--- src/rtl/qqspi_arbiter.sv ---
// qqspi_arbiter: round-robin front end sharing one quad-SPI controller between two masters,
// decoding PSRAM/NOR windows and faulting illegal accesses locally.
module qqspi_arbiter #(
  parameter logic [31:0] NOR_START   = 32'h2000_0000,
  parameter logic [31:0] NOR_END     = 32'h2100_0000,
  parameter logic [31:0] PSRAM_START = 32'h8000_0000,
  parameter logic [31:0] PSRAM_END   = 32'h8080_0000
) (
  input  logic        clk,
  input  logic        resetn,
  input  logic        m0_valid_i,
  input  logic [31:0] m0_addr_i,
  input  logic [31:0] m0_wdata_i,
  input  logic [3:0]  m0_wstrb_i,
  output logic        m0_ready_o,
  output logic [31:0] m0_rdata_o,
  output logic        m0_fault_o,
  input  logic        m1_valid_i,
  input  logic [31:0] m1_addr_i,
  input  logic [31:0] m1_wdata_i,
  input  logic [3:0]  m1_wstrb_i,
  output logic        m1_ready_o,
  output logic [31:0] m1_rdata_o,
  output logic        m1_fault_o,
  output logic        s_valid_o,
  output logic [22:0] s_addr_o,
  output logic [31:0] s_wdata_o,
  output logic [3:0]  s_wstrb_o,
  output logic        s_psram_o,
  input  logic        s_ready_i,
  input  logic [31:0] s_rdata_i
);
  typedef enum logic [1:0] {IDLE, BUSY, FAULT, RESP} state_e;
  state_e state_q, state_d;
  logic gnt_q, gnt_d;
  logic s_valid_q, s_valid_d, s_psram_q, s_psram_d;
  logic [22:0] s_addr_q, s_addr_d;
  logic [31:0] s_wdata_q, s_wdata_d;
  logic [3:0] s_wstrb_q, s_wstrb_d;
  logic [1:0] ready_q, ready_d, fault_q, fault_d;
  logic [1:0][31:0] rdata_q, rdata_d;
  logic sel, psram_hit, nor_hit;
  logic [31:0] addr, wdata;
  logic [3:0] wstrb;
  // gnt_q doubles as the last-grant pointer: a tie goes to the other master
  always_comb begin
    sel = (m0_valid_i && m1_valid_i) ? ~gnt_q : m1_valid_i;
    addr = sel ? m1_addr_i : m0_addr_i;
    wdata = sel ? m1_wdata_i : m0_wdata_i;
    wstrb = sel ? m1_wstrb_i : m0_wstrb_i;
    psram_hit = addr >= PSRAM_START && addr < PSRAM_END;
    nor_hit = addr >= NOR_START && addr < NOR_END && wstrb == 4'h0;
    state_d = state_q;
    gnt_d = gnt_q;
    s_valid_d = s_valid_q;
    s_addr_d = s_addr_q;
    s_wdata_d = s_wdata_q;
    s_wstrb_d = s_wstrb_q;
    s_psram_d = s_psram_q;
    ready_d = 2'b00;
    fault_d = 2'b00;
    rdata_d = rdata_q;
    case (state_q)
      IDLE: if (m0_valid_i || m1_valid_i) begin
        gnt_d = sel;
        if (psram_hit || nor_hit) begin
          state_d = BUSY;
          s_valid_d = 1'b1;
          s_addr_d = {1'b0, addr[23:2]};
          s_wdata_d = wdata;
          s_wstrb_d = wstrb;
          s_psram_d = psram_hit;
        end else begin
          state_d = FAULT;
          ready_d[sel] = 1'b1;
          fault_d[sel] = 1'b1;
          rdata_d[sel] = '0;
        end
      end
      BUSY: if (s_ready_i) begin
        state_d = RESP;
        s_valid_d = 1'b0;
        ready_d[gnt_q] = 1'b1;
        rdata_d[gnt_q] = s_rdata_i;
      end
      default: state_d = IDLE;
    endcase
  end
  always_ff @(posedge clk) begin
    if (!resetn) begin
      state_q <= IDLE;
      gnt_q <= 1'b1;
      s_valid_q <= 1'b0;
      s_addr_q <= '0;
      s_wdata_q <= '0;
      s_wstrb_q <= '0;
      s_psram_q <= 1'b0;
      ready_q <= '0;
      fault_q <= '0;
      rdata_q <= '0;
    end else begin
      state_q <= state_d;
      gnt_q <= gnt_d;
      s_valid_q <= s_valid_d;
      s_addr_q <= s_addr_d;
      s_wdata_q <= s_wdata_d;
      s_wstrb_q <= s_wstrb_d;
      s_psram_q <= s_psram_d;
      ready_q <= ready_d;
      fault_q <= fault_d;
      rdata_q <= rdata_d;
    end
  end
  assign s_valid_o = s_valid_q;
  assign s_addr_o = s_addr_q;
  assign s_wdata_o = s_wdata_q;
  assign s_wstrb_o = s_wstrb_q;
  assign s_psram_o = s_psram_q;
  assign m0_ready_o = ready_q[0];
  assign m1_ready_o = ready_q[1];
  assign m0_fault_o = fault_q[0];
  assign m1_fault_o = fault_q[1];
  assign m0_rdata_o = rdata_q[0];
  assign m1_rdata_o = rdata_q[1];
endmodule

--- config.mk ---
export PLATFORM = sky130hd
export DESIGN_NAME = qqspi_arbiter
export DESIGN_NICKNAME = d
export VERILOG_FILES = /design/src/rtl/qqspi_arbiter.sv
export SDC_FILE = /design/constraint.sdc
export NUM_CORES = 1
export LEC_CHECK = 0
export ABC_AREA = 0
export CORE_MARGIN = 4
export CORE_UTILIZATION = 45
export CTS_BUF_LIST = sky130_fd_sc_hd__clkbuf_8
export CTS_CLUSTER_DIAMETER = 120
export DETAILED_ROUTE_END_ITERATION = 6
export MAX_ROUTING_LAYER = met4
export PLACE_DENSITY = 0.93
export SETUP_SLACK_MARGIN = 0.02
export SLEW_MARGIN = 20
export SYNTH_ARGS = -nofsm -noshare
export SYNTH_HDL_FRONTEND = slang
export SYNTH_SLANG_ARGS = --single-unit
export TNS_END_PERCENT = 5
--- constraint.sdc ---
create_clock -name clk -period 3 [get_ports clk]
set_input_delay 0.45 -clock clk [delete_from_list [all_inputs] [get_ports clk]]
set_output_delay 0.45 -clock clk [all_outputs]
set_load 0.01 [all_outputs]
# Word-level counts from Yosys, hierarchy flattened
# Cells that the tools add are included.
[classes] order_cmp=8 n_eq_ne=5 mux=29 n_bitwise=3 n_reduce_logical=17
[ops] cell="$mux 64" count=3
[ops] cell="$mux 32" count=4
[ops] cell="$pmux 64 s2" count=1
[ops] cell="$and 64x64->64" count=1
[ops] cell="$bwmux 64" count=1
[ops] cell="$demux 32 s1" count=2
[ops] cell="$not 64->64" count=1
[ops] cell="$ge 32x30->1 const B" count=1
[ops] cell="$ge 32x32->1 const B" count=1
[ops] cell="$lt 32x30->1 const B" count=1
[ops] cell="$lt 32x32->1 const B" count=1
[ops] cell="$mux 2" count=6
[ops] cell="$ne 2x2->1 const B" count=4
[ops] cell="$pmux 2 s2" count=2
[ops] cell="$reduce_and 4->1" count=2
[ops] cell="$logic_and 1x1->1" count=6
[ops] cell="$mux 1" count=6
[ops] cell="$reduce_and 2->1" count=3
[ops] cell="$logic_not 4->1" count=1
[ops] cell="$lt 1x2->1 const B" count=2
[ops] cell="$mux 4" count=1
[ops] cell="$reduce_and 3->1" count=1
[ops] cell="$demux 1 s1" count=2
[ops] cell="$eq 2x1->1 const B" count=1
[ops] cell="other kinds (6)" count=8
[word_totals] regBits=131 input_bits=173 output_inout_bits=129 elab_cells=73

# Depth between registers and ports, before layout
# Gate-level depths: netlist of run 1.
[logic_depth] depth_word=11 depth_mapped=9 depth_no_buf=5

# Worst setup path after synthesis of run 1
# No wires, ideal clock.
[synth_timing] path_kind="input to register" startpoint="input port m0_addr_i[28]" endpoint="register s_valid_q, in the netlist s_valid_o" setup_time_ns=0.060 arrival_time_ns=1.976 required_ns=2.940 path_slack_ns=0.963 stages=7 path_buffers=2 path_cell_list="nor4_1 > nand3_1 > a211oi_2 > and2_1 > buf_2 > buf_6 > o221a_1"
[synth_between] elab_chain_len=7 word_cells_on_any_way=11 classes_between="order compare (4); eq/ne (1); mux (1); reduce/logical (5)"
[synth_rtl] element="start, declared" line="12" source="input logic [31:0] m0_addr_i,"
[synth_rtl] element="$mux 32 *" line="48" source="addr = sel ? m1_addr_i : m0_addr_i;"
[synth_rtl] element="$ge 32x30->1 or $lt 32x30->1 (tied branches)" line="52" source="nor_hit = addr >= NOR_START && addr < NOR_END && wstrb == 4'h0;"
[synth_rtl] element="$logic_and 1x1->1 (2 in a row)" line="52"
[synth_rtl] element="$logic_or 1x1->1 *" line="66" source="if (psram_hit || nor_hit) begin"
[synth_rtl] element="$ne 2x2->1 (no source line) *"
[synth_rtl] element="$reduce_and 4->1 (no source line) *"
[synth_rtl] element="end signal, assigned" line="104" source="s_valid_q <= s_valid_d;"
[synth_rtl] element="end, declared" line="36" source="logic s_valid_q, s_valid_d, s_psram_q, s_psram_d;"
# Every way passes the cells marked *; elsewhere a longest branch is shown, timed or not.
# A chain may end at the register's enable or synchronous reset.

# Worst setup path after layout of run 1
[layout_timing] startpoint="input port m0_addr_i[31]" endpoint="register s_wdata_q[3], in the netlist s_wdata_o[3]"
[layout_between] elab_chain_len=6 word_cells_on_any_way=10 classes_between="order compare (4); mux (1); reduce/logical (5)"
[layout_rtl] element="$mux 32 *" line="48"
[layout_rtl] element="$ge 32x30->1 or $lt 32x30->1 (tied branches)" line="52"
[layout_rtl] element="$logic_and 1x1->1 (2 in a row)" line="52"
[layout_rtl] element="$logic_or 1x1->1 *" line="66"
[layout_rtl] element="$reduce_and 3->1 (no source line) *"
[layout_rtl] element="end signal, assigned" line="106" source="s_wdata_q <= s_wdata_d;"
[layout_rtl] element="end, declared" line="38" source="logic [31:0] s_wdata_q, s_wdata_d;"
# Marks and branches as above.

==> metrics.md, run 1 <==
| Metric | Value |
|---|---|
| Status | finished with violations |
| Violated checks | design-rule violations |
| Core occupancy in the finished layout | 75.16% |
| Signal arrival time at the worst endpoint | 2690 ps |
| Highest clock rate | roughly 420 MHz |
| Synth top area share | between 40 and 50% |
| Residual antenna-violating net count after detailed routing | 0 |
| TritonCTS clock tree | yes |
| Final worst hold slack | approximately 500 ps |
| Share of synthesized registers carrying an async set or reset | 0% |
| Static leakage | 4.685 nW |
| Insertion delay to the later sink of the worst-skew pair | 440 ps |
| Placeable core area | 12820 um2 |
| Post-Route Setup TNS | 0 ps |
| Post-CTS Setup Bufs | 0 |
| Clock transition at the registers of the reported paths | 70 ps |
| Starting utilization of the core area | 46.56% |
| Detail-routed net length per standard cell | 17.01 um |
| Placement Setup Slack | 161.7 ps |
| Leading area contributor after synthesis | sky130_fd_sc_hd__dfxtp_1 |
| Reg2reg end | m0_rdata_o[2] |
| Period utilisation layout | between 70% and 80% |
| Clock Sinks | 131 |
| First-pass GRT wire length | between 30 and 40 mm |
| Peak ir drop on the vdd network | 0.0002164 V |
| Number of storage elements in the synthesis netlist | 131 |
| Total clock buffers created by CTS | 17 |
| Post-synthesis instance area | 5971 um2 |
| Seq/Total Area, Yosys | between 40% and 50% |
| Gate Count Post-Synth | roughly 750 |
| Hold Crit Class | register to register |
| Startpoint-to-endpoint class of the critical path | primary input to register |
| Count of standard-cell rows | 41 |
| # hold bufs at CTS | 0 |
| Storage element area | approximately 2600 um2 |
| Startpoint type of the worst setup path | primary input |
| Final weighted congestion of routability-driven global placement | 0.8500 |
| Post-cts sizing count | 0 |
| Overflow left after global routing | 0 |
| Number of antenna violations at the first check in global routing | 0 |
| Endpoint of the worst setup timing path | s_wdata_o[3] |
| Layout Cell Area excl Fill | 9639 um2 |
| Diode count | 0 |
| Count of flip-flops with a built-in enable after synthesis | 0 |
| Detailed-route DRC error count | 10 |
| Share of layout cells above drive strength 1 | 6.122% |
| Critical Path Start | m0_addr_i[31] |
| Tightest Pin Transition | 656.8 ps |
| Number of I/O pins | 302 |
| Total power after layout | 4.035 mW |
| Number of cells after detailed placement | approximately 1200 |
| Maximum fanout along the worst path | 25 |
| Area of the multi-input gates | about 3100 um2 |
| Worst Setup End Kind | register |
| Dominant synthesized flop cell | sky130_fd_sc_hd__dfxtp_1 |
| Max Slew Vio Count | 0 |
| Synth cell types | 38 |
| Cell area after placement | 9173 um2 |
| Via Count | roughly 6500 |
| Mean cell area of the mapped netlist | 7.972 um2 |
| Startpoint of the worst register-to-register path | gnt_q |
| Overall die area | between 15000 and 20000 um2 |
| Wire length after detailed routing | 20.43 mm |
| Clock root buffer | sky130_fd_sc_hd__clkbuf_8 |
| Number of levels the H-tree was split into | 4 |
| Post-route worst setup slack | 627.0 ps |
| Most common library cell in the layout ignoring fill and taps | sky130_fd_sc_hd__clkdlybuf4s50_1 |
| Area grow syn2layout | 61.44% |
| Synthesized net count | 922 |
| Final Non-Filler Cells | 1201 |
| Yosys warning total | 0 |
| Main area contributors after synthesis | sky130_fd_sc_hd__dfxtp_1 44%, sky130_fd_sc_hd__nand2_1 16%, sky130_fd_sc_hd__o211a_1 9.7%, sky130_fd_sc_hd__a21o_1 8.0%, sky130_fd_sc_hd__nand4_1 6.1% |
| Final-report setup violation count | 0 |
| Unrepaired setup endpoints after global routing | no |
| Setup skew after layout | 9.588 ps |
| Count of maximum capacitance violations | 0 |
| Relative slew slack | 56.21% |
| Number of global-route vias before repair | ~6300 |
| Required @ worst endpoint | 3320 ps |
| Worst setup slack for register-to-register paths | about 870 ps |
| Path depth of the worst reg2reg path | 7 |
| Fin nets | 1189 |
| Final hold violations | 0 |
| HPWL Detailed | 14.59 mm |
| Pin count of the biggest net entering global routing | 71 |
| DR iter-0 viols | 559 |
| Chip Height | 123.2 um |
| First-pass detailed-route iteration total | 7 |
| Overall Global Routing Usage | 26.79% |
| Final period demand of the worst path | 2373 ps |
| Power Density | 418.6 nW/um2 |
| Input/output buffers | 296 |
| Via density | around 5.4 |
| Highest-count cells in the layout ignoring fill and taps | 295 x sky130_fd_sc_hd__clkdlybuf4s50_1, 253 x sky130_fd_sc_hd__nand2_1, 131 x sky130_fd_sc_hd__dfxtp_1 |
| Maximum buffer depth of the clock tree | 2 |
| Floorplan die width | 123.2 um |
| Filler cell count | approximately 920 |
final cells by class:
type | instances | area share, %
Tap cell | 172 | 2.233
Timing Repair Buffer | 318 | 33.59
Sequential cell | 131 | 27.21
Inverter | 1 | 0.03894
Multi-Input combinational cell | 547 | 32.09
Clock buffer | 18 | 2.570
Clock inverter | 14 | 2.272
sequential cells by signal (all words and copies together) (netlist names):
| signal | cells |
|---|---|
| gnt_q | 1 |
| state_q | 2 |
| s_valid_o | 1 |
| s_psram_o | 1 |
| m0_rdata_o | 32 |
| m1_rdata_o | 32 |
| s_addr_o | 22 |
| fault_q | 2 |
| s_wstrb_o | 4 |
| ready_q | 2 |
| s_wdata_o | 32 |
worst min-delay path by stage:
| stage | from | end | cells past startpoint |
|---|---|---|---|
| 5_1_grt | resetn | gnt_q | 2 |
| 6_report | s_addr_o[12] | s_addr_o[12] | 1 |
| 2_1_floorplan | s_psram_o | s_psram_o | 1 |
| 3_3_place_gp | s_psram_o | s_psram_o | 1 |
| 4_1_cts | resetn | gnt_q | 2 |
| 3_5_place_dp | s_psram_o | s_psram_o | 1 |
synth_stat cells (all sizes together) (3+ instances only):
library cell	number
nor3	4
nand2	253
nand3	4
dfxtp	131
a211oi	4
a21oi	66
nand4	58
nor2	8
buf	20
clkbuf	50
o211a	58
a21o	64
nor3b	3
critical path: stages:
cell and delay, ps:
sky130_fd_sc_hd__clkdlybuf4s50_1 420, sky130_fd_sc_hd__nor4b_1 580, sky130_fd_sc_hd__buf_4 220, sky130_fd_sc_hd__a211oi_1 130
sky130_fd_sc_hd__a211oi_4 240, sky130_fd_sc_hd__buf_4 190, sky130_fd_sc_hd__buf_12 160, sky130_fd_sc_hd__nand4_1 130
sky130_fd_sc_hd__o211a_1 160
kinds of logic after synthesis:
family	Yosys count	synth area share, %
flops	131	43.92
compound gates	206	26.07
simple gates	340	24.77
other cells	1	0.06281
buf+inv	71	5.176
where the power goes:
group	switching (mW)	total, mW	internal, mW
Combinational	0.239	0.516	0.277
Sequential	0.0107	1.76	1.75
Clock	0.680	1.76	1.08
Total	0.930	4.04	3.11
metal layers:
metal	vias to the layer above	track usage [%]	wire, um
met1	3022	29.97	7747
li1	3148	-	-
met4	0	14.12	896
met3	55	7.640	1961
met2	287	43.46	9824
met5	-	-	0
Power figures use the tool's default switching activity.
==> inputs of run 2 (changes only) <==
--- a/config.mk
+++ b/config.mk
@@ -7,12 +7,12 @@
 export LEC_CHECK = 0
 export ABC_AREA = 0
 export CORE_MARGIN = 4
-export CORE_UTILIZATION = 45
+export CORE_UTILIZATION = 37
 export CTS_BUF_LIST = sky130_fd_sc_hd__clkbuf_8
 export CTS_CLUSTER_DIAMETER = 120
 export DETAILED_ROUTE_END_ITERATION = 6
 export MAX_ROUTING_LAYER = met4
-export PLACE_DENSITY = 0.93
+export PLACE_DENSITY = 0.82
 export SETUP_SLACK_MARGIN = 0.02
 export SLEW_MARGIN = 20
 export SYNTH_ARGS = -nofsm -noshare
==> constraint.sdc (replaced) <==
create_clock -name clk -period 2.06 [get_ports clk]
set_input_delay 0.309 -clock clk [delete_from_list [all_inputs] [get_ports clk]]
set_output_delay 0.309 -clock clk [all_outputs]
set_load 0.01 [all_outputs]
==> run 2 against run 1 <==
Effect of this change: the flow now finishes without violations; via count unchanged; final cell count increased by 5.0%; sequential power increased by 45%; register-to-register slack got worse by 740 ps; sequential share of layout area decreased by 0.65 points; worst setup slack got worse by 580 ps; largest cell class unchanged.
==> metrics.md, run 2 (synthesis results as in run 1) <==
| Metric | Value |
|---|---|
| Maximum fanout along the worst path | 23 (was 25) |
| Post-Route Setup TNS | 0 ps (unchanged) |
| Number of I/O pins | 302 (unchanged) |
| Overall die area | 18230 um2 (was 15180 um2) |
| Signal arrival time at the worst endpoint | 2350 ps (was 2690 ps) |
| Pin count of the biggest net entering global routing | 65 (was 71) |
| Met2 routed WL | 10.27 mm (was 9.824 mm) |
| Total clock buffers created by CTS | 17 (unchanged) |
| Cell type group with the largest total delay on the critical path | buffers and inverters (unchanged) |
| Final-report setup violation count | 0 (unchanged) |
| Worst-path cell with the longest stage delay | sky130_fd_sc_hd__clkdlybuf4s50_1 (was sky130_fd_sc_hd__nor4b_1) |
| Required @ worst endpoint | 2400 ps (was 3320 ps) |
| Insertion delay to the later sink of the worst-skew pair | 440 ps (about the same) |
| Chip Height | 135.0 um (was 123.2 um) |
| Peak ir drop on the vdd network | 0.0003611 V (was 0.0002164 V) |
| Series of cell instances along the critical path | clkdlybuf4s50_1 -> nor3b_1 -> a211oi_2 -> a211oi_4 -> buf_6 -> clkbuf_16 -> nand4_1 -> o211a_1 (was clkdlybuf4s50_1 -> nor4b_1 -> buf_4 -> a211oi_1 -> a211oi_4 -> buf_4 -> buf_12 -> nand4_1 -> o211a_1) |
| Max Slew Vio Count | 0 (unchanged) |
| Most common library cell in the layout ignoring fill and taps | sky130_fd_sc_hd__clkdlybuf4s50_1 (unchanged) |
| Number of levels the H-tree was split into | 4 (unchanged) |
| # hold bufs at CTS | 0 (unchanged) |
| Clock Sinks | 131 (unchanged) |
| Relative slew slack | 55.05% (was 56.21%) |
| DR iter-0 viols | 424 (was 559) |
| TritonCTS clock tree | yes (unchanged) |
| Filler cell count | 1373 (was 915) |
| Overall Global Routing Usage | 22.80% (was 26.79%) |
| Maximum buffer depth of the clock tree | 2 (unchanged) |
| HPWL Detailed | 14.95 mm (was 14.59 mm) |
| Period utilisation layout | 97.60% |
| Uppermost routed layer | met4 (unchanged) |
| Static leakage | 4.751 nW (was 4.685 nW) |
| Tightest Pin Transition | 674.2 ps (was 656.8 ps) |
| Layout Cell Area excl Fill | 9874 um2 (was 9639 um2) |
| Floorplan die width | 135.0 um (was 123.2 um) |
| First-pass GRT wire length | 32.00 mm (was 30.92 mm) |
| Residual antenna-violating net count after detailed routing | 0 (unchanged) |
| Largest stage delay, worst path | 490 ps (was 580 ps) |
| Placeable core area | 15830 um2 (was 12820 um2) |
| Via Count | 6512 (unchanged) |
| Detail-routed net length per standard cell | 16.95 um (was 17.01 um) |
| Met1 WL | 8.945 mm (was 7.747 mm) |
| Fin nets | 1204 (was 1189) |
| Overflow left after global routing | 0 (unchanged) |
| Count of standard-cell rows | 46 (was 41) |
| Cell area after placement | 9335 um2 (was 9173 um2) |
| Area grow syn2layout | 65.38% (was 61.44%) |
| Input/output buffers | 296 (unchanged) |
| Count of maximum capacitance violations | 0 (unchanged) |
| Wire length after detailed routing | 21.38 mm (was 20.43 mm) |
| Number of antenna violations at the first check in global routing | 1 (was 0) |
| Buffers plus inverters on the worst setup path | 3 (was 4) |
| Highest clock rate | 497.4 MHz |
| Final hold violations | 0 (unchanged) |
| Power Density | 569.8 nW/um2 (was 418.6 nW/um2) |
| Number of global-route vias before repair | 6138 (was 6255) |
| Startpoint-to-endpoint class of the critical path | primary input to register (unchanged) |
| Clock root buffer | sky130_fd_sc_hd__clkbuf_8 (unchanged) |
| Starting utilization of the core area | 37.72% (was 46.56%) |
| Final period demand of the worst path | slightly above 2000 ps |
| Hold Crit Class | primary input to register (was register to register) |
| Via density | 5.164 (was 5.422) |
| Worst Setup End Kind | register (unchanged) |
| Unrepaired setup endpoints after global routing | yes (was no) |
| Routed length on met3 | 1.719 mm (was 1.961 mm) |
| Setup skew after layout | 10.29 ps (was 9.588 ps) |
| Detailed-route DRC error count | 0 (was 10) |
| Startpoint type of the worst setup path | primary input (unchanged) |
| Final weighted congestion of routability-driven global placement | 0.8494 (was 0.8500) |
| Clock transition at the registers of the reported paths | 90 ps (was 70 ps) |
| Total power after layout | 5.627 mW (was 4.035 mW) |
| Status | completed (was finished with violations) |
| First-pass detailed-route iteration total | 4 (was 7) |
| Share of layout cells above drive strength 1 | 8.621% (was 6.122%) |
| Core occupancy in the finished layout | 62.39% (was 75.16%) |
| Highest-count cells in the layout ignoring fill and taps | 294 x sky130_fd_sc_hd__clkdlybuf4s50_1, 253 x sky130_fd_sc_hd__nand2_1, 131 x sky130_fd_sc_hd__dfxtp_1 (was 295 x sky130_fd_sc_hd__clkdlybuf4s50_1, 253 x sky130_fd_sc_hd__nand2_1, 131 x sky130_fd_sc_hd__dfxtp_1) |
==> run 2: changes by cell type in the layout (fill, tap and decap cells not counted), sizes merged <==
| cell | delta |
|---|---|
| buf | +13 |
| inv | +2 |
| clkdlybuf4s50 | -1 |
| dlymetal6s2s | +1 |
| diode | +1 |
| clkinv | +3 |
| bufinv | -4 |
| clkbuf | +1 |
==> run 2: worst register-to-register path, delay by kind of cell (launching register included) <==
| kind | cells | cell delay, ps |
|---|---|---|
| AOI/OAI and AO/OA | 5 | 1080 |
| buffers and inverters | 2 | 380 |
| DFF | 1 | 360 |
==> run 2: repair_timing <==
item,CTS,global route
pin swaps,2,2
endpoints found under the setup margin,124,81
cloned,0,2
gates resized for setup,4,9
setup buffers,2,0
==> run 2: worst paths after layout <==
check | from | end | slack, ps | cells past startpoint
hold / removal | resetn | gnt_q | 310 | 2
hold reg to reg | s_psram_o | s_psram_o | 490 | 1
setup / recovery | m0_addr_i[31] | s_wdata_o[11] | 50 | 8
setup reg to reg | gnt_q | m1_rdata_o[10] | 130 | 7
==> run 2: final cells by class <==
cell class / instances / area [um2] / share of cell area, %
flip-flops and latches: 131 / 2623 / 26.56
clock inverters: 15 / 171.4 / 1.736
multi-input cells: 547 / 3142 / 31.82
well taps: 216 / 270.3 / 2.737
inverters: 1 / 3.754 / 0.03801
repair buffers: 333 / 3428 / 34.72
clock buffers: 17 / 234.0 / 2.369
diodes: 1 / 2.502 / 0.02534
==> run 2: layer usage <==
metal	vias up	track usage, %
met5	-	-
met4	0	7.559
met3	32	5.924
met2	298	36.16
met1	2993	28.49
li1	3189	-
==> run 2: metrics by stage <==
stage | setup slack [ps] | instances | hold slack, ps
floorplan | 125.8 | 749 | 440.7
global placement | -603.0 | 1224 | 463.0
detailed placement | -603.0 | 1224 | 469.1
CTS | 66.26 | 1258 | 284.9
global route | 15.53 | 1261 | 315.3
finish | 49.51 | 1261 | 305.5
==> run 2: power by group <==
| part | leakage [nW] | total, mW | internal, mW | switching (mW) |
|---|---|---|---|---|
| Sequential | 1.06 | 2.55 | 2.54 | 0.00831 |
| Clock | 0.209 | 2.26 | 1.11 | 1.15 |
| Combinational | 3.49 | 0.814 | 0.438 | 0.377 |
==> inputs of run 3 (changes only) <==
--- a/config.mk
+++ b/config.mk
@@ -7,12 +7,13 @@
 export LEC_CHECK = 0
 export ABC_AREA = 0
 export CORE_MARGIN = 4
-export CORE_UTILIZATION = 37
+export CORE_UTILIZATION = 45
 export CTS_BUF_LIST = sky130_fd_sc_hd__clkbuf_8
 export CTS_CLUSTER_DIAMETER = 120
 export DETAILED_ROUTE_END_ITERATION = 6
 export MAX_ROUTING_LAYER = met4
-export PLACE_DENSITY = 0.82
+export PLACE_DENSITY = 0.93
+export REMOVE_ABC_BUFFERS = 1
 export SETUP_SLACK_MARGIN = 0.02
 export SLEW_MARGIN = 20
 export SYNTH_ARGS = -nofsm -noshare
==> constraint.sdc (replaced) <==
create_clock -name clk -period 2.36 [get_ports clk]
set_input_delay 0.354 -clock clk [delete_from_list [all_inputs] [get_ports clk]]
set_output_delay 0.354 -clock clk [all_outputs]
set_load 0.01 [all_outputs]
==> run 3 against run 2 <==
Effect of this change: register-to-register slack better by 60 ps; critical path type unchanged; final cell count is 4.0% lower; flip-flop and latch count stayed put; clock power is 16% lower; first-iteration DRC count is 40% higher; via count is 3.4% higher; worst hold slack better by 76 ps; count of clock-buffer cells in the layout is 4 higher; core utilization is 13 points higher; worst setup slack better by 87 ps; non-clock buffer count is 5 lower; clock skew is 3.8 ps higher.
==> metrics.md, run 3 (synthesis results as in run 1) <==
| Metric | Value |
|---|---|
| Detailed-route DRC error count | 0 (unchanged) |
| Static leakage | 4.695 nW (was 4.751 nW) |
| Startpoint of the worst register-to-register path | gnt_q (unchanged) |
| Starting utilization of the core area | 46.56% (was 37.72%) |
| Final-report setup violation count | 0 (unchanged) |
| Placeable core area | 12820 um2 (was 15830 um2) |
| Insertion delay to the later sink of the worst-skew pair | 440 ps (about the same) |
| First-pass GRT wire length | 32.09 mm (was 32.00 mm) |
| Via Count | 6731 (was 6512) |
| # hold bufs at CTS | 0 (unchanged) |
| Post-cts sizing count | 0 (was 4) |
| Hold path startpoint | resetn (unchanged) |
| HPWL Detailed | 15.38 mm (was 14.95 mm) |
| Chip Height | 123.2 um (was 135.0 um) |
| Setup skew after layout | 14.07 ps (was 10.29 ps) |
| Overall die area | 15180 um2 (was 18230 um2) |
| Period utilisation layout | roughly 94% |
| Required @ worst endpoint | 2680 ps (was 2400 ps) |
| Hold Crit Class | primary input to register (unchanged) |
| Fin nets | 1199 (was 1204) |
| Total clock buffers created by CTS | 17 (unchanged) |
| Core occupancy in the finished layout | 75.23% (was 62.39%) |
| Count of standard-cell rows | 41 (was 46) |
| DR iter-0 viols | 595 (was 424) |
| Highest clock rate | 449.8 MHz |
| Count of maximum capacitance violations | 0 (unchanged) |
| Number of antenna violations at the first check in global routing | 0 (was 1) |
| Power Density | 498.8 nW/um2 (was 569.8 nW/um2) |
| Via density | 5.558 (was 5.164) |
| Status | completed (unchanged) |
| Startpoint-to-endpoint class of the critical path | primary input to register (unchanged) |
| Input/output buffers | 296 (unchanged) |
| Total power after layout | 4.813 mW (was 5.627 mW) |
| Floorplan die width | 123.2 um (was 135.0 um) |
| Overall Global Routing Usage | 27.92% (was 22.80%) |
| Area of the multi-input gates | 3093 um2 (was 3142 um2) |
| Clock transition at the registers of the reported paths | 70 ps (was 90 ps) |
| Most common library cell in the layout ignoring fill and taps | sky130_fd_sc_hd__clkdlybuf4s50_1 (unchanged) |
| Final hold violations | 0 (unchanged) |
| Signal arrival time at the worst endpoint | 2540 ps (was 2350 ps) |
| TritonCTS clock tree | yes (unchanged) |
| Peak ir drop on the vdd network | 0.0002458 V (was 0.0003611 V) |
| Clock root buffer | sky130_fd_sc_hd__clkbuf_8 (unchanged) |
| Startpoint type of the worst setup path | primary input (unchanged) |
| Number of I/O pins | 302 (unchanged) |
| Number of levels the H-tree was split into | 4 (unchanged) |
| Filler cell count | 889 (was 1373) |
| Pin count of the biggest net entering global routing | 65 (unchanged) |
| Unrepaired setup endpoints after global routing | no (was yes) |
| Critical Path Start | m0_addr_i[29] (was m0_addr_i[31]) |
| Tightest Pin Transition | 543.3 ps (was 674.2 ps) |
| Highest-count cells in the layout ignoring fill and taps | 295 x sky130_fd_sc_hd__clkdlybuf4s50_1, 253 x sky130_fd_sc_hd__nand2_1, 131 x sky130_fd_sc_hd__dfxtp_1 (was 294 x sky130_fd_sc_hd__clkdlybuf4s50_1, 253 x sky130_fd_sc_hd__nand2_1, 131 x sky130_fd_sc_hd__dfxtp_1) |
| Overflow left after global routing | 0 (unchanged) |
| Detail-routed net length per standard cell | 17.92 um (was 16.95 um) |
| Residual antenna-violating net count after detailed routing | 0 (unchanged) |
| Post-CTS Setup Bufs | 0 (was 2) |
| Relative slew slack | 63.78% (was 55.05%) |
| Maximum fanout along the worst path | 32 (was 23) |
| Area grow syn2layout | 61.59% (was 65.38%) |
| Storage element area | 2623 um2 (unchanged) |
| Share of layout cells above drive strength 1 | 7.122% (was 8.621%) |
| Final period demand of the worst path | 2223 ps |
| Final weighted congestion of routability-driven global placement | 0.8793 (was 0.8494) |
| Max Slew Vio Count | 0 (unchanged) |
| Wire length after detailed routing | 21.71 mm (was 21.38 mm) |
| Final worst hold slack | 381.3 ps (was 305.5 ps) |
| Number of cells after detailed placement | 1179 (was 1224) |
| Clock Sinks | 131 (unchanged) |
| First-pass detailed-route iteration total | 6 (was 4) |
| Worst Setup End Kind | register (unchanged) |
| Diode count | 0 (was 1) |
| Final Non-Filler Cells | 1211 (was 1261) |
| Maximum buffer depth of the clock tree | 2 (unchanged) |
| Number of global-route vias before repair | 6523 (was 6138) |
==> run 3: cell types whose count changed in the layout (fill, tap and decap cells not counted), moves of 2 or more <==
cell,previous run,this run
sky130_fd_sc_hd__a21oi_1,63,66
sky130_fd_sc_hd__a21oi_2,3,0
sky130_fd_sc_hd__buf_6,2,0
sky130_fd_sc_hd__clkbuf_16,2,0
sky130_fd_sc_hd__clkbuf_8,17,21
sky130_fd_sc_hd__clkinv_4,5,2
sky130_fd_sc_hd__inv_1,1,4
sky130_fd_sc_hd__inv_6,4,0
sky130_fd_sc_hd__inv_8,2,0
sky130_fd_sc_hd__nor4_1,0,2
==> run 3: path summary, 6_finish.rpt <==
kind                    endpoint  slack (ps)  cells after the start
setup reg to reg  m0_rdata_o[16]         190                      7
hold / removal    m0_rdata_o[22]         380                      3
setup / recovery  m0_rdata_o[16]         140                      9
hold reg to reg        s_psram_o         480                      1
==> run 3: area by class of cell <==
class / instances / area share [%]
repair buffers: 328 / 34.34
multi-input cells: 547 / 32.06
flip-flops and latches: 131 / 27.18
clock buffers: 21 / 2.996
well taps: 172 / 2.231
clock inverters: 11 / 1.154
inverters: 1 / 0.03891
==> run 3: where the power goes <==
| part | switching (mW) | internal (mW) | leakage [nW] |
|---|---|---|---|
| Combinational | 0.311 | 0.367 | 3.42 |
| Clock | 0.860 | 1.04 | 0.215 |
| Sequential | 0.0149 | 2.22 | 1.06 |
==> run 3: critical path, stage by stage <==
cell and delay [ps]:
sky130_fd_sc_hd__clkdlybuf4s50_1 420, sky130_fd_sc_hd__nor4b_1 170, sky130_fd_sc_hd__buf_4 140, sky130_fd_sc_hd__a211oi_1 480
sky130_fd_sc_hd__a211oi_4 110, sky130_fd_sc_hd__buf_4 200, sky130_fd_sc_hd__a221oi_4 320, sky130_fd_sc_hd__buf_12 240
sky130_fd_sc_hd__a21oi_1 100
==> run 3: metrics by stage <==
step | TNS, ps | area [um2] | worst slack [ps]
global placement | -23280 | 9248 | -227.8
finish | 0 | 9648 | 136.7
detailed placement | -24860 | 9248 | -272.0
global route | 0 | 9648 | 61.53
floorplan | -477450 | 5665 | -4153
CTS | 0 | 9648 | 170.0
==> run 3: routing by layer <==
| metal | global-route usage, % | part of all wire [%] | vias to the layer above | routed length, um |
|---|---|---|---|---|
| met3 | 8.509 | 9.8 | 53 | 2138 |
| met1 | 29.58 | 37 | 3141 | 7958 |
| met4 | 12.66 | 3.6 | 0 | 782 |
| met2 | 47.88 | 50 | 358 | 10830 |
| li1 | - | - | 3179 | - |
| met5 | - | 0 | - | 0 |
